--- src/rtl/ord_req_tagger_if.sv ---
// Request, tagged-request, order-entry and retire-monitor bundle for ord_req_tagger.
// master = tagger side, slave = surrounding fabric / reorder buffer side.
interface ord_req_tagger_if #(
   parameter int unsigned ADDR_W = 32,
   parameter int unsigned LEN_W  = 16,
   parameter int unsigned ID_W   = 2
);
   logic [ADDR_W-1:0] req_addr;
   logic [LEN_W-1:0]  req_len;
   logic              req_vld;
   logic              req_rdy;
   logic [ID_W-1:0]   mst_id;
   logic [ADDR_W-1:0] mst_addr;
   logic [LEN_W-1:0]  mst_len;
   logic              mst_vld;
   logic              mst_rdy;
   logic [ID_W-1:0]   ord_id;
   logic [LEN_W-1:0]  ord_len;
   logic              ord_vld;
   logic              ord_rdy;
   logic              fwd_vld;
   logic              fwd_rdy;
   logic              err;

   modport master (
      input  req_addr, req_len, req_vld,
      output req_rdy,
      output mst_id, mst_addr, mst_len, mst_vld,
      input  mst_rdy,
      output ord_id, ord_len, ord_vld,
      input  ord_rdy,
      input  fwd_vld, fwd_rdy,
      output err
   );

   modport slave (
      output req_addr, req_len, req_vld,
      input  req_rdy,
      input  mst_id, mst_addr, mst_len, mst_vld,
      output mst_rdy,
      input  ord_id, ord_len, ord_vld,
      output ord_rdy,
      output fwd_vld, fwd_rdy,
      input  err
   );
endinterface

--- src/rtl/ord_req_tagger.sv ---
// Round-robin ID tagger feeding the fabric and the reorder buffer order queue; retires bursts
// from the in-order output stream. Optional ORD_REQ_TAGGER_ERR_EN enables the sticky err flag.
module ord_req_tagger #(
   parameter int unsigned ORD_DEPTH = 4,
   parameter int unsigned ID_W      = $clog2(ORD_DEPTH),
   parameter int unsigned MAX_OUTST = 4,
   parameter int unsigned BUF_DEPTH = 16,
   parameter int unsigned ADDR_W    = 32,
   parameter int unsigned LEN_W     = 16
) (
   input logic              clk,
   input logic              rst,
   ord_req_tagger_if.master bus
);
   localparam int unsigned CNT_W = $clog2(MAX_OUTST + 1);
   localparam int unsigned TRK_W = $clog2(BUF_DEPTH + 1);
   localparam int unsigned PTR_W = $clog2(BUF_DEPTH);
   localparam logic [CNT_W-1:0] CNT_MAX = CNT_W'(MAX_OUTST);
   localparam logic [TRK_W-1:0] TRK_MAX = TRK_W'(BUF_DEPTH);
   localparam logic [ID_W-1:0]  ID_LAST = ID_W'(ORD_DEPTH - 1);

   typedef enum logic {IDLE = 1'b0, ISSUE = 1'b1} state_t;

   state_t            state, state_nxt;
   logic              mst_done, ord_done, mst_done_nxt, ord_done_nxt;
   logic [ID_W-1:0]   out_id;
   logic [ADDR_W-1:0] out_addr;
   logic [LEN_W-1:0]  out_len;
   logic [ID_W-1:0]   rr_ptr;
   logic [CNT_W-1:0]  outst_cnt [ORD_DEPTH];
   logic [TRK_W-1:0]  trk_cnt;
   logic [LEN_W-1:0]  beat_cnt;
   logic [ID_W-1:0]   rl_id  [BUF_DEPTH];
   logic [LEN_W-1:0]  rl_len [BUF_DEPTH];
   logic [PTR_W-1:0]  wr_ptr, rd_ptr;
   logic [ID_W-1:0]   sel_id, head_id;
   logic [LEN_W-1:0]  head_len;
   logic              id_avail, req_rdy, accept, mst_vld, ord_vld;
   logic              fwd_hsk, rl_empty, retire;

   always_comb begin
      int unsigned     idx;
      logic [ID_W-1:0] cand;
      idx      = 0;
      cand     = '0;
      sel_id   = '0;
      id_avail = 1'b0;
      for (int unsigned i = 0; i < ORD_DEPTH; i++) begin
         idx = 32'(rr_ptr) + i;
         if (idx >= ORD_DEPTH) idx = idx - ORD_DEPTH;
         cand = ID_W'(idx);
         if (!id_avail && (outst_cnt[cand] < CNT_MAX)) begin
            id_avail = 1'b1;
            sel_id   = cand;
         end
      end
   end

   assign rl_empty = (trk_cnt == '0);
   assign head_id  = rl_id[rd_ptr];
   assign head_len = rl_len[rd_ptr];
   assign fwd_hsk  = bus.fwd_vld & bus.fwd_rdy;
   assign retire   = fwd_hsk & ~rl_empty & (beat_cnt == head_len);
   assign req_rdy  = (state == IDLE) & id_avail & (trk_cnt < TRK_MAX) & ~rst;
   assign accept   = bus.req_vld & req_rdy;

   always_ff @(posedge clk) begin
      if (rst) begin
         state    <= IDLE;
         mst_done <= 1'b0;
         ord_done <= 1'b0;
      end else begin
         state    <= state_nxt;
         mst_done <= mst_done_nxt;
         ord_done <= ord_done_nxt;
      end
   end

   always_comb begin
      state_nxt    = state;
      mst_done_nxt = mst_done;
      ord_done_nxt = ord_done;
      mst_vld      = 1'b0;
      ord_vld      = 1'b0;
      case (state)
         IDLE: if (accept) state_nxt = ISSUE;
         ISSUE: begin
            mst_vld = ~mst_done;
            ord_vld = ~ord_done;
            // Both handshakes are independent; leave as soon as the later one completes.
            if ((mst_done | (mst_vld & bus.mst_rdy)) & (ord_done | (ord_vld & bus.ord_rdy))) begin
               state_nxt    = IDLE;
               mst_done_nxt = 1'b0;
               ord_done_nxt = 1'b0;
            end else begin
               mst_done_nxt = mst_done | (mst_vld & bus.mst_rdy);
               ord_done_nxt = ord_done | (ord_vld & bus.ord_rdy);
            end
         end
         default: state_nxt = IDLE;
      endcase
   end

   always_ff @(posedge clk) begin
      if (rst) begin
         out_id   <= '0;
         out_addr <= '0;
         out_len  <= '0;
         rr_ptr   <= '0;
         trk_cnt  <= '0;
         beat_cnt <= '0;
         wr_ptr   <= '0;
         rd_ptr   <= '0;
      end else begin
         if (accept) begin
            out_id   <= sel_id;
            out_addr <= bus.req_addr;
            out_len  <= bus.req_len;
            rr_ptr   <= (sel_id == ID_LAST) ? '0 : sel_id + ID_W'(1);
            wr_ptr   <= wr_ptr + PTR_W'(1);
         end
         if (retire) rd_ptr <= rd_ptr + PTR_W'(1);
         if (accept && !retire)      trk_cnt <= trk_cnt + TRK_W'(1);
         else if (retire && !accept) trk_cnt <= trk_cnt - TRK_W'(1);
         if (fwd_hsk && !rl_empty) beat_cnt <= retire ? '0 : beat_cnt + LEN_W'(1);
      end
   end

   always_ff @(posedge clk) begin
      if (accept) begin
         rl_id[wr_ptr]  <= sel_id;
         rl_len[wr_ptr] <= bus.req_len;
      end
   end

   for (genvar g = 0; g < ORD_DEPTH; g++) begin : g_cnt
      logic inc, dec;
      assign inc = accept & (sel_id == ID_W'(g));
      assign dec = retire & (head_id == ID_W'(g));
      always_ff @(posedge clk) begin
         if (rst)              outst_cnt[g] <= '0;
         else if (inc && !dec) outst_cnt[g] <= outst_cnt[g] + CNT_W'(1);
         else if (dec && !inc) outst_cnt[g] <= outst_cnt[g] - CNT_W'(1);
      end
   end

`ifdef ORD_REQ_TAGGER_ERR_EN
   logic err_q;
   always_ff @(posedge clk) begin
      if (rst)                     err_q <= 1'b0;
      else if (fwd_hsk && rl_empty) err_q <= 1'b1;
   end
   assign bus.err = err_q;
`else
   assign bus.err = 1'b0;
`endif

   assign bus.req_rdy  = req_rdy;
   assign bus.mst_vld  = mst_vld;
   assign bus.mst_id   = out_id;
   assign bus.mst_addr = out_addr;
   assign bus.mst_len  = out_len;
   assign bus.ord_vld  = ord_vld;
   assign bus.ord_id   = out_id;
   assign bus.ord_len  = out_len;
endmodule

--- src/flat_wrapper.sv ---
// flat-port wrapper written by rule: the top's interface ports become plain ports
module ord_req_tagger_flat 
#(
   parameter int unsigned ORD_DEPTH = 4,
   parameter int unsigned ID_W      = $clog2(ORD_DEPTH),
   parameter int unsigned MAX_OUTST = 4,
   parameter int unsigned BUF_DEPTH = 16,
   parameter int unsigned ADDR_W    = 32,
   parameter int unsigned LEN_W     = 16
)
  (clk, rst, bus_req_addr, bus_req_len, bus_req_vld, bus_req_rdy, bus_mst_id, bus_mst_addr, bus_mst_len, bus_mst_vld, bus_mst_rdy, bus_ord_id, bus_ord_len, bus_ord_vld, bus_ord_rdy, bus_fwd_vld, bus_fwd_rdy, bus_err);
  ord_req_tagger_if #(.ADDR_W(ADDR_W), .LEN_W(LEN_W), .ID_W(ID_W)) bus_i ();
  input logic clk;
  input logic rst;
  input wire logic [$bits(bus_i.req_addr)-1:0] bus_req_addr;
  input wire logic [$bits(bus_i.req_len)-1:0] bus_req_len;
  input wire logic [$bits(bus_i.req_vld)-1:0] bus_req_vld;
  output wire logic [$bits(bus_i.req_rdy)-1:0] bus_req_rdy;
  output wire logic [$bits(bus_i.mst_id)-1:0] bus_mst_id;
  output wire logic [$bits(bus_i.mst_addr)-1:0] bus_mst_addr;
  output wire logic [$bits(bus_i.mst_len)-1:0] bus_mst_len;
  output wire logic [$bits(bus_i.mst_vld)-1:0] bus_mst_vld;
  input wire logic [$bits(bus_i.mst_rdy)-1:0] bus_mst_rdy;
  output wire logic [$bits(bus_i.ord_id)-1:0] bus_ord_id;
  output wire logic [$bits(bus_i.ord_len)-1:0] bus_ord_len;
  output wire logic [$bits(bus_i.ord_vld)-1:0] bus_ord_vld;
  input wire logic [$bits(bus_i.ord_rdy)-1:0] bus_ord_rdy;
  input wire logic [$bits(bus_i.fwd_vld)-1:0] bus_fwd_vld;
  input wire logic [$bits(bus_i.fwd_rdy)-1:0] bus_fwd_rdy;
  output wire logic [$bits(bus_i.err)-1:0] bus_err;
  assign bus_i.req_addr = bus_req_addr;
  assign bus_i.req_len = bus_req_len;
  assign bus_i.req_vld = bus_req_vld;
  assign bus_req_rdy = bus_i.req_rdy;
  assign bus_mst_id = bus_i.mst_id;
  assign bus_mst_addr = bus_i.mst_addr;
  assign bus_mst_len = bus_i.mst_len;
  assign bus_mst_vld = bus_i.mst_vld;
  assign bus_i.mst_rdy = bus_mst_rdy;
  assign bus_ord_id = bus_i.ord_id;
  assign bus_ord_len = bus_i.ord_len;
  assign bus_ord_vld = bus_i.ord_vld;
  assign bus_i.ord_rdy = bus_ord_rdy;
  assign bus_i.fwd_vld = bus_fwd_vld;
  assign bus_i.fwd_rdy = bus_fwd_rdy;
  assign bus_err = bus_i.err;
  ord_req_tagger #(.ORD_DEPTH(ORD_DEPTH), .ID_W(ID_W), .MAX_OUTST(MAX_OUTST), .BUF_DEPTH(BUF_DEPTH), .ADDR_W(ADDR_W), .LEN_W(LEN_W)) u_core (.clk(clk), .rst(rst), .bus(bus_i));
endmodule
--- config.mk ---
export PLATFORM = sky130hd
export DESIGN_NAME = ord_req_tagger_flat
export DESIGN_NICKNAME = d
export VERILOG_FILES = /design/src/rtl/ord_req_tagger_if.sv /design/src/rtl/ord_req_tagger.sv /design/src/flat_wrapper.sv
export SDC_FILE = /design/constraint.sdc
export NUM_CORES = 1
export LEC_CHECK = 0
export BUFFER_PORTS_ARGS = -buffer_cell sky130_fd_sc_hd__clkbuf_2
export CAP_MARGIN = 30
export CORE_MARGIN = 2
export CORE_UTILIZATION = 60
export DETAILED_ROUTE_END_ITERATION = 7
export PLACE_DENSITY = 0.9
export SLEW_MARGIN = 20
export SYNTH_ARGS = -nofsm -noshare
export SYNTH_HDL_FRONTEND = slang
export SYNTH_SLANG_ARGS = --single-unit
--- constraint.sdc ---
create_clock -name clk -period 5.52 [get_ports clk]
set_clock_uncertainty 0.1 [all_clocks]
set_input_delay 0.552 -clock clk [delete_from_list [all_inputs] [get_ports clk]]
set_output_delay 0.552 -clock clk [all_outputs]
set_load 0.05 [all_outputs]
==> reports/qor.txt <==
Pre-antenna DRT Iters: 8
Yosys warning count: 0
cell area after synthesis: 0.0163 mm2
Port-buffer cells: 125
startpoint types: flop
GR Util All Layers: 0.292
vias per inst: 6.57
Placed Instance Area: 0.0172 mm2
first-pass GRT wire length: 62100 um
worst path bufs/invs: 2
Peak VDD IR: 0.000319 V
Filler cells: 1548
CP endpoint kind: flop
WP data required: 5.86 ns
CTS Buffer Depth: 3
hold crit path type: input pin to flop
share of post-route cells with drive strength above 1: 0.264
Core Region: 0.0268 mm2
worst slew pin tran: 0.944 ns
Final Hold Vio Count: 0
Final min period: 4.99 ns
Setup CP Type: flop to flop
placed cell count: 1502
Synth Instances: 1085
DRT antenna net count: 0
Mapped Nets: 1162
CTS sink count: 390
commonest cells after routing, fill and taps aside: 300 x edfxtp_1, 130 x nand2_1, 124 x clkbuf_2
dominant synthesized flop cell: edfxtp_1
postcts setup bufs: 0
status: finished clean
crit-path leading delay family: compound AO/OA/AOI/OAI gates
unrepaired setup endpoints after global routing: false
DR WL/cell: 26.2 um
largest net degree at the start of global routing: 85
final setup fails: 0
I/O pin count: 127
Worst-path clk slew: 0.06 ns
vias: 10300
number of remaining DRC errors: 0
average size of a mapped cell: 15.0 um2
fin worst setup slack: 0.529 ns
area of the die: 0.0285 mm2
Seq/Total Area, Yosys: 0.664
most common cell after layout, fill and taps aside: edfxtp_1
Fmax: 200 MHz
Worst-Skew Late Latency: 0.53 ns
CTS tree: yes
Pins Over Slew Limit: 0
Netlist cell types: 64
initial drt markers: 1473
slowest CP cell: dfxtp_4
number of global-route vias before repair: 10500
dpl hpwl: 23400 um
cts bufs inserted: 39
Die H: 169 um
FF+latch count, synth: 390
Max Cap Viol: 0
grt ovf: 0
PwrDens: 352 mW/mm2
EDFF count, synth: 300
post-route insts no fill: 1573
ANT cells: 0
final net count: 1279
slew margin rel.: 0.371
P_leak: 6.34 nW
die width: 169 um
P&R area growth vs syn: 13.3%
WL final: 41200 um
H-tree Lvls: 2
Async SR Flop Fraction: 0
# resized after CTS: 0
pre-CTS WS: 0.722 ns
Crit Path Max Fanout: 44
CTS hold repair buffers: 0
Slowest Stage Delay on Critical Path: 0.92 ns
Critical Path AT: 5.33 ns
Initial Util: 0.607
gpl congestion: 0.848
CP cell instances: buf_4 -> mux4_2 -> mux2i_1 -> xnor2_1 -> nor3b_1 -> o2111a_1 -> nand2_1 -> ha_1 -> inv_1 -> ha_1 -> a21o_1 -> a21oi_1 -> xnor2_1 -> or3_1 -> a21oi_1
setup TNS: 0 ns
Root Buffer: clkbuf_16
Rows: 60
final worst-path cycle share: 0.904
initial antenna violation count: 0
design area: 0.0184 mm2
Power, Total: 6.49 mW
cell families (layout without fill, tap and decap cells):
group,after synthesis,in the layout,synth area share
flops,390,390,0.664
simple gates,281,281,0.0804
other cells,1,1,0.000230
buf+inv,99,246,0.0320
compound gates,118,118,0.0436
fa+ha+maj,22,22,0.0178
mux,125,125,0.135
xor+xnor,49,49,0.0268
worst register-to-register path, delay by kind of cell (launching register included):
kind            cells  cell delay [ns]
simple gates        3             0.79
fa+ha+maj           2             0.54
buf+inv             2             0.59
mux                 2             0.81
xor+xnor            2             0.22
compound gates      4             0.96
flops               1             0.92
per-stage QoR:
step                hold WS [ns]   util
finish                     0.148  0.688
detailed placement         0.346  0.641
global route               0.155  0.688
global placement           0.341  0.641
CTS                        0.139  0.688
floorplan                  0.378      -
where the power goes:
group	leakage [nW]	total (mW)	switching [mW]	internal, mW
registers	3.45	3.31	0.0496	3.26
clock network	0.609	2.59	1.10	1.50
logic	2.28	0.585	0.419	0.166
total	6.34	6.49	1.57	4.92
flip-flops by register name, indices dropped and copies added, names as in the netlist, named ones only:
name                 cells
u_core.rl_len          256
u_core.bus.mst_addr     32
u_core.rl_id            32
u_core.beat_cnt         16
u_core.bus.mst_len      16
u_core.outst_cnt        12
u_core.trk_cnt           5
u_core.rd_ptr            4
u_core.wr_ptr            4
u_core.bus.mst_id        2
u_core.rr_ptr            2
u_core.mst_done          1
u_core.ord_done          1
u_core.state             1
worst paths after layout:
kind                                 from                 endpoint  slack, ns  depth (start not counted)
setup / recovery                     flop        u_core.trk_cnt[4]       0.53                         15
hold / removal           bus_req_addr[24]  u_core.bus.mst_addr[24]       0.15                          3
setup reg to reg                     flop        u_core.trk_cnt[4]       0.53                         15
hold reg to reg   u_core.bus.mst_addr[24]  u_core.bus.mst_addr[24]       0.35                          2
layout make-up:
type,instances,area [um2],share of cell area
Clock buffer,50,1050,0.0569
Clock inverter,21,201,0.0109
Inverter,22,82.6,0.00448
Multi-Input combinational cell,596,5000,0.271
Sequential cell,390,10800,0.587
Tap cell,341,427,0.0231
Timing Repair Buffer,153,861,0.0467
synth_stat cells (all sizes together) (2+ instances only):
master	number	area [um2]
edfxtp	300	9010
nand2	132	503
dfxtp	90	1800
mux4	72	1640
a21oi	69	345
nor2	64	240
buf	52	344
mux2i	40	400
xnor2	28	253
clkbuf	25	93.8
inv	22	82.6
xor2	21	184
ha	20	250
mux2	13	154
nor3	13	65.1
nand4	11	68.8
o21ai	10	50.1
nand3	9	45.0
and3	8	50.1
nor2b	8	50.1
nand2b	7	43.8
nor4	6	67.6
o22ai	6	37.5
a21o	5	38.8
nor3b	5	37.5
nand4b	4	35.0
or3	4	26.3
a211oi	3	22.5
nand3b	3	22.5
o21a	3	22.5
o221ai	3	26.3
or4	3	26.3
a21boi	2	15.0
a31o	2	17.5
a31oi	2	12.5
a32o	2	20.0
fa	2	40.0
o211ai	2	15.0
or2	2	12.5
layer usage:
layer	vias to the layer above	GRT usage	share of wire
met5	-	0	0
met4	0	0.140	0.046
met3	163	0.0570	0.10
met2	828	0.483	0.50
met1	5062	0.376	0.35
li1	4283	-	-
No activity file was read; power rests on OpenSTA's default activity.
